$ cat src/rtl/pipe_stall_ctrl_pkg.sv
// Shared types for the pipeline stall controller: FSM state encodings,
// statistics counter width and its saturating increment.
package pipe_stall_ctrl_pkg;

    typedef enum logic [1:0] {
        PC_HOLD    = 2'd0,
        PC_RUN     = 2'd1,
        PC_BUSWAIT = 2'd2,
        PC_ERROR   = 2'd3
    } pc_state_e;

    localparam int STAT_W = 32;

    function automatic logic [STAT_W-1:0] sat_inc(input logic [STAT_W-1:0] value);
        if (&value)
            return value;
        return value + {{(STAT_W-1){1'b0}}, 1'b1};
    endfunction

endpackage

$ cat src/rtl/stall_mask_gen.sv
// Combinational stall-request merge: request k freezes stages 0..REQ_STAGE[k].
// A REQ_STAGE entry at or beyond STAGES freezes the whole pipe.
module stall_mask_gen #(
    parameter int                  STAGES    = 6,
    parameter int                  NREQ      = 2,
    parameter logic [NREQ*4-1:0]   REQ_STAGE = {4'd3, 4'd2}
) (
    input  logic [NREQ-1:0]   stallreq,
    output logic [STAGES-1:0] mask
);

    always_comb begin
        mask = '0;
        for (int k = 0; k < NREQ; k++) begin
            if (stallreq[k]) begin
                for (int s = 0; s < STAGES; s++) begin
                    if (s <= int'(REQ_STAGE[k*4 +: 4]))
                        mask[s] = 1'b1;
                end
            end
        end
    end

endmodule

$ cat src/rtl/pipe_stall_ctrl.sv
// Pipeline stall controller: post-reset hold, bus-wait tracking, stall statistics.
// Optional bus watchdog enabled by defining PIPE_STALL_WATCHDOG_EN.
module pipe_stall_ctrl
    import pipe_stall_ctrl_pkg::*;
#(
    parameter int                  STAGES      = 6,
    parameter int                  NREQ        = 2,
    parameter logic [NREQ*4-1:0]   REQ_STAGE   = {4'd3, 4'd2},
    parameter int                  RST_HOLD    = 2,
    parameter int                  BUS_TIMEOUT = 255,
    parameter int                  WDW         = 8
) (
    input  logic              clk,
    input  logic              rst_n,
    input  logic [NREQ-1:0]   stallreq,
    input  logic              bus_busy,
    input  logic              bus_done,
    input  logic              stat_clr,
    output logic [STAGES-1:0] stall,
    output logic              bus_timeout,
    output logic [STAT_W-1:0] stall_cycles
);

`ifdef PIPE_STALL_WATCHDOG_EN
    localparam bit WD_EN = 1'b1;
`else
    localparam bit WD_EN = 1'b0;
`endif

    localparam int             HCW       = (RST_HOLD > 1) ? $clog2(RST_HOLD) : 1;
    localparam logic [HCW-1:0] HOLD_INIT = HCW'(RST_HOLD - 1);
    localparam logic [WDW-1:0] WD_LAST   = WDW'(BUS_TIMEOUT - 1);

    pc_state_e         state_q, state_d;
    logic [HCW-1:0]    hold_q, hold_d;
    logic [WDW-1:0]    wd_q, wd_d;
    logic              timeout_q;
    logic [STAT_W-1:0] cyc_q;
    logic [STAGES-1:0] req_mask;

    stall_mask_gen #(
        .STAGES    (STAGES),
        .NREQ      (NREQ),
        .REQ_STAGE (REQ_STAGE)
    ) u_mask (
        .stallreq (stallreq),
        .mask     (req_mask)
    );

    always_comb begin
        state_d = state_q;
        hold_d  = hold_q;
        wd_d    = wd_q;
        stall   = '1;
        case (state_q)
            PC_HOLD: begin
                if (hold_q == '0)
                    state_d = PC_RUN;
                else
                    hold_d = hold_q - HCW'(1);
            end
            PC_RUN: begin
                // busy together with done is a finished single-cycle access
                if (bus_busy && !bus_done) begin
                    state_d = PC_BUSWAIT;
                    wd_d    = '0;
                end else begin
                    stall = req_mask;
                end
            end
            PC_BUSWAIT: begin
                if (bus_done) begin
                    stall   = req_mask;
                    state_d = PC_RUN;
                end else begin
                    wd_d = wd_q + WDW'(1);
                    if (WD_EN && (wd_q == WD_LAST))
                        state_d = PC_ERROR;
                end
            end
            default: begin
                stall = '1;
            end
        endcase
        if (!rst_n)
            stall = '1;
    end

    always_ff @(posedge clk) begin
        if (!rst_n) begin
            state_q   <= PC_HOLD;
            hold_q    <= HOLD_INIT;
            wd_q      <= '0;
            timeout_q <= 1'b0;
            cyc_q     <= '0;
        end else begin
            state_q <= state_d;
            hold_q  <= hold_d;
            wd_q    <= wd_d;
            if (state_d == PC_ERROR)
                timeout_q <= 1'b1;
            if (stat_clr)
                cyc_q <= '0;
            else if (|stall)
                cyc_q <= sat_inc(cyc_q);
        end
    end

    assign bus_timeout  = WD_EN & timeout_q;
    assign stall_cycles = cyc_q;

endmodule

$ cat config.mk
export PLATFORM = sky130hd
export DESIGN_NAME = pipe_stall_ctrl
export DESIGN_NICKNAME = d
export VERILOG_FILES = /design/src/rtl/pipe_stall_ctrl_pkg.sv /design/src/rtl/stall_mask_gen.sv /design/src/rtl/pipe_stall_ctrl.sv
export SDC_FILE = /design/constraint.sdc
export NUM_CORES = 1
export LEC_CHECK = 0
export CAP_MARGIN = 0
export CORE_UTILIZATION = 49
export DETAILED_ROUTE_END_ITERATION = 6
export PLACE_DENSITY_LB_ADDON = 0.1
export REMOVE_ABC_BUFFERS = 1
export SLEW_MARGIN = 10
export SYNTH_ARGS = -nofsm -noshare
export SYNTH_HDL_FRONTEND = slang
export SYNTH_SLANG_ARGS = --single-unit
$ cat constraint.sdc
create_clock -name clk -period 2.9 [get_ports clk]
set_clock_uncertainty 0.1 [all_clocks]
set_input_delay 0.58 -clock clk [delete_from_list [all_inputs] [get_ports clk]]
set_output_delay 0.58 -clock clk [all_outputs]
set_load 0.1 [all_outputs]
# Word-level counts from Yosys, hierarchy flattened
# Cells that the tools add are included.
dict set report classes {
  reduce_logical 9
  eq_ne 6
  n_bitwise 1
  n_addsub 2
  muxes 16
}
# operator count
set op_table {}
lappend op_table {{adder 32 x 1 -> 32 bit (second input constant)} 1}
lappend op_table {{two-way mux 32 bit} 1}
lappend op_table {{AND reduction 32 bit} 1}
lappend op_table {{two-way mux 6 bit} 3}
lappend op_table {{case mux 6 bit (2 select lines)} 1}
lappend op_table {{inequality test 2 bit (second input constant)} 4}
lappend op_table {{two-way mux 2 bit} 3}
lappend op_table {{case mux 2 bit (3 select lines)} 1}
lappend op_table {{OR reduction 6 bit} 1}
lappend op_table {{two-way mux 1 bit} 5}
lappend op_table {{two-way mux 4 bit} 1}
lappend op_table {{AND reduction 4 bit} 1}
lappend op_table {{two-way mux 3 bit} 1}
lappend op_table {{nonzero test 3 bit} 1}
lappend op_table {{== test 2 x 1 -> 1 bit (second input constant)} 1}
lappend op_table {{== test 2 bit (second input constant)} 1}
lappend op_table {{zero test 2 bit} 1}
lappend op_table {{AND reduction 2 bit} 1}
lappend op_table {{OR reduction 2 bit} 1}
lappend op_table {{logical AND 1 bit} 1}
lappend op_table {{zero test 1 bit} 1}
lappend op_table {{NOT 1 bit} 1}
lappend op_table {{subtractor 1 bit (second input constant)} 1}
dict set report word_totals {
  input_bits 7
  reg_bits 35
  out_inout_bits 39
  word_cells 37
}

# Logic depth before layout (Yosys ltp)
# Gate-level depths: netlist of run 1.
dict set report depth {
  depth_word 11
  depth_mapped 9
}

# Cells and area by module
# From an unflattened synthesis of run 1, not the netlist that was laid out.
dict set report unflattened {
  cells_unflattened 260
  hier_area_um2 2173.3
}
# mod n_inst seq_area_each_um2 area_each_um2 cells_each
set by_module_without_submodules {}
lappend by_module_without_submodules {pipe_stall_ctrl 1 700.7 2125.8 253}
lappend by_module_without_submodules {stall_mask_gen 1 0.0 47.5 7}

# Worst setup path after synthesis of run 1
# No wires, ideal clock.
dict set report synth_timing {
  path_kind {flip-flop to output port}
  start {register state_q[1]}
  end {output stall[3]}
  arrival_ps 3135
  stages_incl_launch_ff 6
  path_buffers 0
  slack_ps -915
  cell_sequence {dfxtp_1 -> inv_1 -> ha_1 -> a21oi_1 -> o211ai_1 -> nand2b_1}
}
dict set report synth_via {
  elab_chain_len 3
  elab_cells_between_ends 4
  cone_classes {eq/ne (2); mux (2)}
}
# element line_no
set synth_rtl {}
lappend synth_rtl {{start, declared} pipe_stall_ctrl.sv:34} ;# pc_state_e state_q, state_d;
lappend synth_rtl {{start signal, assigned} pipe_stall_ctrl.sv:97} ;# state_q <= state_d;
lappend synth_rtl {{== test 2 bit / == test 2 x 1 -> 1 bit (equally long branches)} pipe_stall_ctrl.sv:55} ;# case (state_q)
lappend synth_rtl {{case mux 6 bit (2 select lines) (*)} pipe_stall_ctrl.sv:55}
lappend synth_rtl {{two-way mux 6 bit (*)} pipe_stall_ctrl.sv:85} ;# if (!rst_n)
lappend synth_rtl {{end, declared} pipe_stall_ctrl.sv:19} ;# output logic [STAGES-1:0] stall,
# Every way passes the cells marked *; elsewhere a longest branch is shown, timed or not.

# Worst setup path in the final report of run 1
dict set report layout_timing {
  start {input bus_busy}
  end {output stall[1]}
}
dict set report layout_via {
  elab_chain_len 4
}
# element line_no
set layout_rtl {}
lappend layout_rtl {{start, declared} pipe_stall_ctrl.sv:16} ;# input logic bus_busy,
lappend layout_rtl {{logical AND 1 bit} pipe_stall_ctrl.sv:64} ;# if (bus_busy && !bus_done) begin
lappend layout_rtl {{two-way mux 6 bit} pipe_stall_ctrl.sv:64}
lappend layout_rtl {{case mux 6 bit (2 select lines)} pipe_stall_ctrl.sv:55}
lappend layout_rtl {{two-way mux 6 bit} pipe_stall_ctrl.sv:85}
# Every way passes these cells.

==> results of run 1 <==
[cell usage in the layout (no fill, tap or decap), types with 6 or more instances in the layout]
| cell | Yosys | routed |
|---|---|---|
| nand2_1 | 13 | 13 |
| nand4_1 | 12 | 12 |
| buf_4 | 4 | 39 |
| nor2_1 | 16 | 16 |
| nand3_1 | 7 | 7 |
| or4_1 | 7 | 7 |
| buf_12 | 0 | 7 |
| or3_1 | 10 | 10 |
| dfxtp_1 | 35 | 35 |
| and4_1 | 6 | 6 |
| clkdlybuf4s50_1 | 0 | 6 |
| o21ai_0 | 17 | 17 |
| clkbuf_8 | 0 | 7 |
| a21oi_1 | 22 | 22 |
| inv_1 | 8 | 8 |
| xnor2_1 | 6 | 6 |
[metrics by stage]
step	setup WS, ns	power [mW]	setup TNS (ns)	util
2_1_floorplan	-2.31	0.940	-39.32	-
3_3_place_gp	0.244	1.18	0	0.671
3_5_place_dp	0.204	1.19	0	0.671
4_1_cts	0.194	1.57	0	0.700
5_1_grt	0.0916	1.63	0	0.700
6_report	0.163	1.56	0	0.700
[flip-flops by register name, indices dropped and copies added (netlist names)]
register,count
state_q,2
hold_q,1
stall_cycles,32
[final timing paths]
check	slack, ns	cells after the start	to
min reg2reg	0.38	2	hold_q
max	0.16	6	stall[1]
min	0.38	2	hold_q
max reg2reg	0.41	5	stall_cycles[29]
[Yosys cell counts, drive strengths merged, types with 2 or more instances]
library cell,n
nor2b,3
nor4,4
nand2b,3
a21oi,22
o211ai,2
clkbuf,7
mux2i,3
xor2,5
nor2,16
nand4,13
nand3,7
o31ai,5
or4,8
ha,4
nand2,13
or3,13
inv,8
dfxtp,35
xnor2,6
o21ai,18
and4,6
and2,3
buf,5
[per-layer routing]
layer	wire length [um]	part of all wire	vias up
li1	-	-	914
met1	1900	0.48	816
met2	1850	0.47	42
met3	204	0.051	2
met4	19	0.0048	0
met5	0	0	-
[worst max-delay path: cells and delay by family]
family	cells	cell delay (ns)
buffers and inverters	4	1.02
AOI/OAI and AO/OA	2	0.45
[final cells by class]
type                            instances  share of cell area
Timing Repair Buffer                   52               0.203
Multi-Input combinational cell        166               0.430
Inverter                                9              0.0139
Clock buffer                            8              0.0412
Sequential cell                        35               0.289
Tap cell                               46              0.0237
[power by group through the flow]
| stage | Sequential (mW) | Clock, mW | Combinational, mW |
|---|---|---|---|
| detailed placement | 0.526 | 0 | 0.664 |
| global placement | 0.525 | 0 | 0.659 |
| finish | 0.515 | 0.381 | 0.665 |
| CTS | 0.515 | 0.391 | 0.666 |
| floorplan | 0.552 | 0 | 0.387 |
| global route | 0.516 | 0.411 | 0.701 |
[kinds of logic after synthesis]
| logic type | count (synthesis) | synth area share |
|---|---|---|
| and+or+nand+nor | 93 | 0.295 |
| AOI/OAI and AO/OA | 54 | 0.175 |
| DFF | 35 | 0.381 |
| buffers and inverters | 21 | 0.0517 |
| xor gates and xnor gates | 11 | 0.0524 |
| adders and majority gates | 4 | 0.0272 |
| muxes | 3 | 0.0163 |
| other | 1 | 0.00204 |
==> results.json, run 1 <==
{
  "setup_viol": 0,
  "cp_slowest_cell": "clkdlybuf4s50_1",
  "r2r-start": "stall_cycles[7]",
  "yosysTopAreaCell": "dfxtp_1",
  "maxSlewViolCount": 0,
  "cts_setup_buffers": 0,
  "p_switching_mw": 0.605,
  "critPathLaunchType": "primary input",
  "busiest_layer": "met2",
  "htreeDepth": 2,
  "hold_buffers": 0,
  "yosysSeqAreaShare": 0.381,
  "drv_cap": 0,
  "finalNonFillerCells": 316,
  "vias_per_cell": 5.61,
  "p_clk_frac": 0.244,
  "ir_drop_mv": 0.469,
  "regArea_sq_um": 701,
  "criticalPathCategory": "primary input to output pin",
  "cellLeakagePower_nw": 0.866,
  "hold_violations": 0,
  "antenna_found_initial": 0,
  "clk_pin_slew_ns": 0.07,
  "synth_top_area_frac": 0.381,
  "internal_power_mw": 0.956,
  "place_congestion": 0.797,
  "area_growth_pct": 32.0,
  "drive_above_1_share": 0.226,
  "grt_pass1_wl_um": 6940,
  "min_from": "hold_q",
  "pin_count": 46,
  "ctsResizeCount": 0,
  "period_needed_ns": 2.74,
  "portBuffers": 44,
  "hpwl_um": 2830,
  "met1_usage": 0.267,
  "synth_edf_count": 0,
  "worstPathCellList": "clkdlybuf4s50_1, a21oi_1, o2111a_1, clkinv_1, buf_4, buf_12",
  "slowest_delay_ns": 0.42,
  "worstMarginPinSlew_ns": 0.477,
  "drt-wirelength-per-cell_um": 12.6,
  "max_slew_margin": 0.674,
  "num_vias": 1774,
  "grt_util_met2": 0.372,
  "required_ns": 2.22,
  "swShare": 0.388,
  "dp_cells": 308,
  "fin_nets": 280,
  "cp.arrival_ns": 2.06,
  "cts_root_buf": "clkbuf_8",
  "die_height_um": 63.3,
  "drc": 0,
  "yosys_warnings": 0,
  "syn_avg_cell_area_sq_um": 8.28,
  "pwr-share-comb": 0.426,
  "synthCells": 222,
  "synthTopCellsByArea": "dfxtp_1 38%, a21oi_1 6.0%, o21ai_0 4.6%",
  "critical_path.endpoint_type": "output pin",
  "hp-class": "register to register",
  "fin_crit_sh": 0.944,
  "grt_pass1_vias": 1562,
  "antenna_left": 0,
  "dr.pass1.iters": 5,
  "synth_seq_cells": 35,
  "grtUsageTotal": 0.214,
  "cts_num_sinks": 35,
  "cts_tree": "yes",
  "rsz0062_at_grt": "no",
  "clk_latency_ns": 0.28,
  "multiInputGateArea_sq_um": 1040,
  "async_flop_share": 0,
  "met3_usage": 0.0489,
  "holdWs_ns": 0.378,
  "antenna_cells": 0,
  "die-area_sq_um": 4000,
  "p_per_area_nw_per_um2": 643,
  "wirelength_um": 3970,
  "ys_types": 41,
  "initial_core_util": 0.530,
  "grt_max_degree": 33,
  "drt-initial-drc-count": 78,
  "cts.path.max_buffers": 2,
  "synth-main-ff-cell": "dfxtp_1",
  "outcome": "finished clean",
  "cts_buffers": 5,
  "fillers": 311,
  "cp-startpoint": "bus_busy",
  "coreArea_sq_um": 3470,
  "synth.cell_area_sq_um": 1840,
  "overflow": 0,
  "dpl-instance-area_sq_um": 2330,
  "max_clock_freq_mhz": 365,
  "final_area_sq_um": 2430,
  "fp.dieW_um": 63.3,
  "p_seq_frac": 0.330,
  "rows": 21,
  "cp_max_fo": 5
}
Note: power is estimated with default switching activity, not from simulation.
==> inputs of run 2 (changes only) <==
--- a/config.mk
+++ b/config.mk
@@ -6,7 +6,8 @@
 export NUM_CORES = 1
 export LEC_CHECK = 0
 export CAP_MARGIN = 0
-export CORE_UTILIZATION = 49
+export CORE_UTILIZATION = 51
+export CTS_BUF_LIST = sky130_fd_sc_hd__clkbuf_4
 export DETAILED_ROUTE_END_ITERATION = 6
 export PLACE_DENSITY_LB_ADDON = 0.1
 export REMOVE_ABC_BUFFERS = 1
==> results.json, run 2 (synthesized netlist as in run 1, its figures left out) <==
{
  "r2r-start": "stall_cycles[7]",
  "max_slew_margin": 0.672,
  "drt-initial-drc-count": 109,
  "criticalPathCategory": "register to output pin",
  "rows": 21,
  "coreArea_sq_um": 3390,
  "cp_max_fo": 8,
  "place_congestion": 0.757,
  "die-area_sq_um": 3850,
  "largest_register_ffs": 32,
  "hold_buffers": 0,
  "hpwl_um": 3030,
  "grt_pass1_wl_um": 6310,
  "portBuffers": 44,
  "cellLeakagePower_nw": 0.847,
  "grt_pass1_vias": 1406,
  "hp-class": "register to register",
  "htreeDepth": 2,
  "dr.pass1.iters": 4,
  "die_height_um": 62.1,
  "outcome": "finished clean",
  "area_growth_pct": 29.0,
  "pin_count": 46,
  "drt-wirelength-per-cell_um": 13.1,
  "cts_tree": "yes",
  "hold_depth": 2,
  "initial_core_util": 0.543,
  "fp.dieW_um": 62.1,
  "cts_buffers": 5,
  "cts.path.max_buffers": 2,
  "num_vias": 1816,
  "fin_crit_sh": 0.899,
  "min_to": "hold_q",
  "worstMarginPinSlew_ns": 0.480,
  "drv_cap": 0,
  "drc": 0,
  "regToRegEndpoint": "stall_cycles[29]",
  "cp.arrival_ns": 1.93,
  "vias_per_cell": 5.78,
  "overflow": 0,
  "grt_max_degree": 33,
  "cts_num_sinks": 35,
  "cts_root_buf": "clkbuf_4",
  "period_needed_ns": 2.61,
  "antenna_cells": 0,
  "r2r_cells": 5,
  "ir_drop_mv": 0.298,
  "cp-startpoint": "state_q[1]",
  "drive_above_1_share": 0.228,
  "p_per_area_nw_per_um2": 597,
  "antenna_found_initial": 0,
  "fin_nets": 280,
  "critPathLaunchType": "register",
  "required_ns": 2.22,
  "finalSetupTns_ns": 0,
  "antenna_left": 0,
  "holdWs_ns": 0.374,
  "clk_latency_ns": 0.33,
  "r2r_setup_slack_ns": 0.39,
  "grtUsageTotal": 0.225,
  "critical_path.endpoint_type": "output pin",
  "final_common_cell": "buf_4",
  "setup_viol": 0,
  "hold_violations": 0,
  "max_clock_freq_mhz": 384,
  "clk_pin_slew_ns": 0.09,
  "mostFrequentLayoutCells": "39 x buf_4, 35 x dfxtp_1, 22 x a21oi_1, 17 x o21ai_0, 16 x nor2_1",
  "maxSlewViolCount": 0,
  "finalPower_mw": 1.42,
  "wirelength_um": 4110,
  "min_from": "hold_q",
  "cts_setup_buffers": 0,
  "rsz0062_at_grt": "no"
}
-- run 2: cell count changes in the layout (fill, tap and decap cells not counted), sizes merged --
cell    delta
clkinv     -1
clkbuf     -2
inv        +1
-- run 2: report_power, final --
group	internal (mW)	switching [mW]	total, mW
logic	0.240	0.422	0.662
registers	0.499	0.0164	0.515
clock network	0.0955	0.143	0.239
total	0.834	0.582	1.42
-- run 2: area by class of cell --
| type | instances | area (sq um) |
|---|---|---|
| multi-input cells | 166 | 1040 |
| fillers | 277 | 1020 |
| flip-flops and latches | 35 | 701 |
| repair buffers | 52 | 493 |
| well taps | 46 | 57.6 |
| clock buffers | 6 | 45.0 |
| inverters | 9 | 33.8 |
-- run 2: how the worst max path moves through the flow --
stage / endpoint / slack (ns) / depth (start not counted)
6_report: stall[1] / 0.29 / 7
5_1_grt: stall[0] / 0.14 / 7
4_1_cts: stall[2] / 0.17 / 7
3_5_place_dp: stall_cycles[31] / 0.19 / 8
3_3_place_gp: stall[2] / 0.20 / 6
2_1_floorplan: stall[3] / -2.31 / 5
-- run 2: metal layers --
| metal | wire (um) | share of wire | vias to the layer above | track usage |
|---|---|---|---|---|
| li1 | - | - | 913 | - |
| met1 | 1910 | 0.47 | 851 | 0.299 |
| met2 | 1930 | 0.47 | 45 | 0.336 |
| met3 | 218 | 0.053 | 7 | 0.0828 |
| met4 | 48 | 0.012 | 0 | 0.0762 |
| met5 | 0 | 0 | - | 0 |
-- run 2: metrics by stage --
step	cell area (sq um)	util	cells	worst slack (ns)
after CTS	2370	0.700	314	0.165
after global placement	2330	0.687	308	0.203
after detailed placement	2330	0.687	308	0.187
after global routing	2370	0.700	314	0.141
final	2370	0.700	314	0.292
after floorplan	1780	-	210	-2.31
-- run 2: repair_timing --
item	CTS	global route
endpoints found under the setup margin	0	3
resized for setup	0	1
endpoints found under the hold margin	0	0
-- run 2: critical path: stages (launching register included) --
cell	delay, ns
dfxtp_1	0.38
inv_1	0.08
ha_1	0.25
a21oi_1	0.20
o2111a_1	0.30
inv_2	0.09
buf_12	0.15
buf_12	0.16
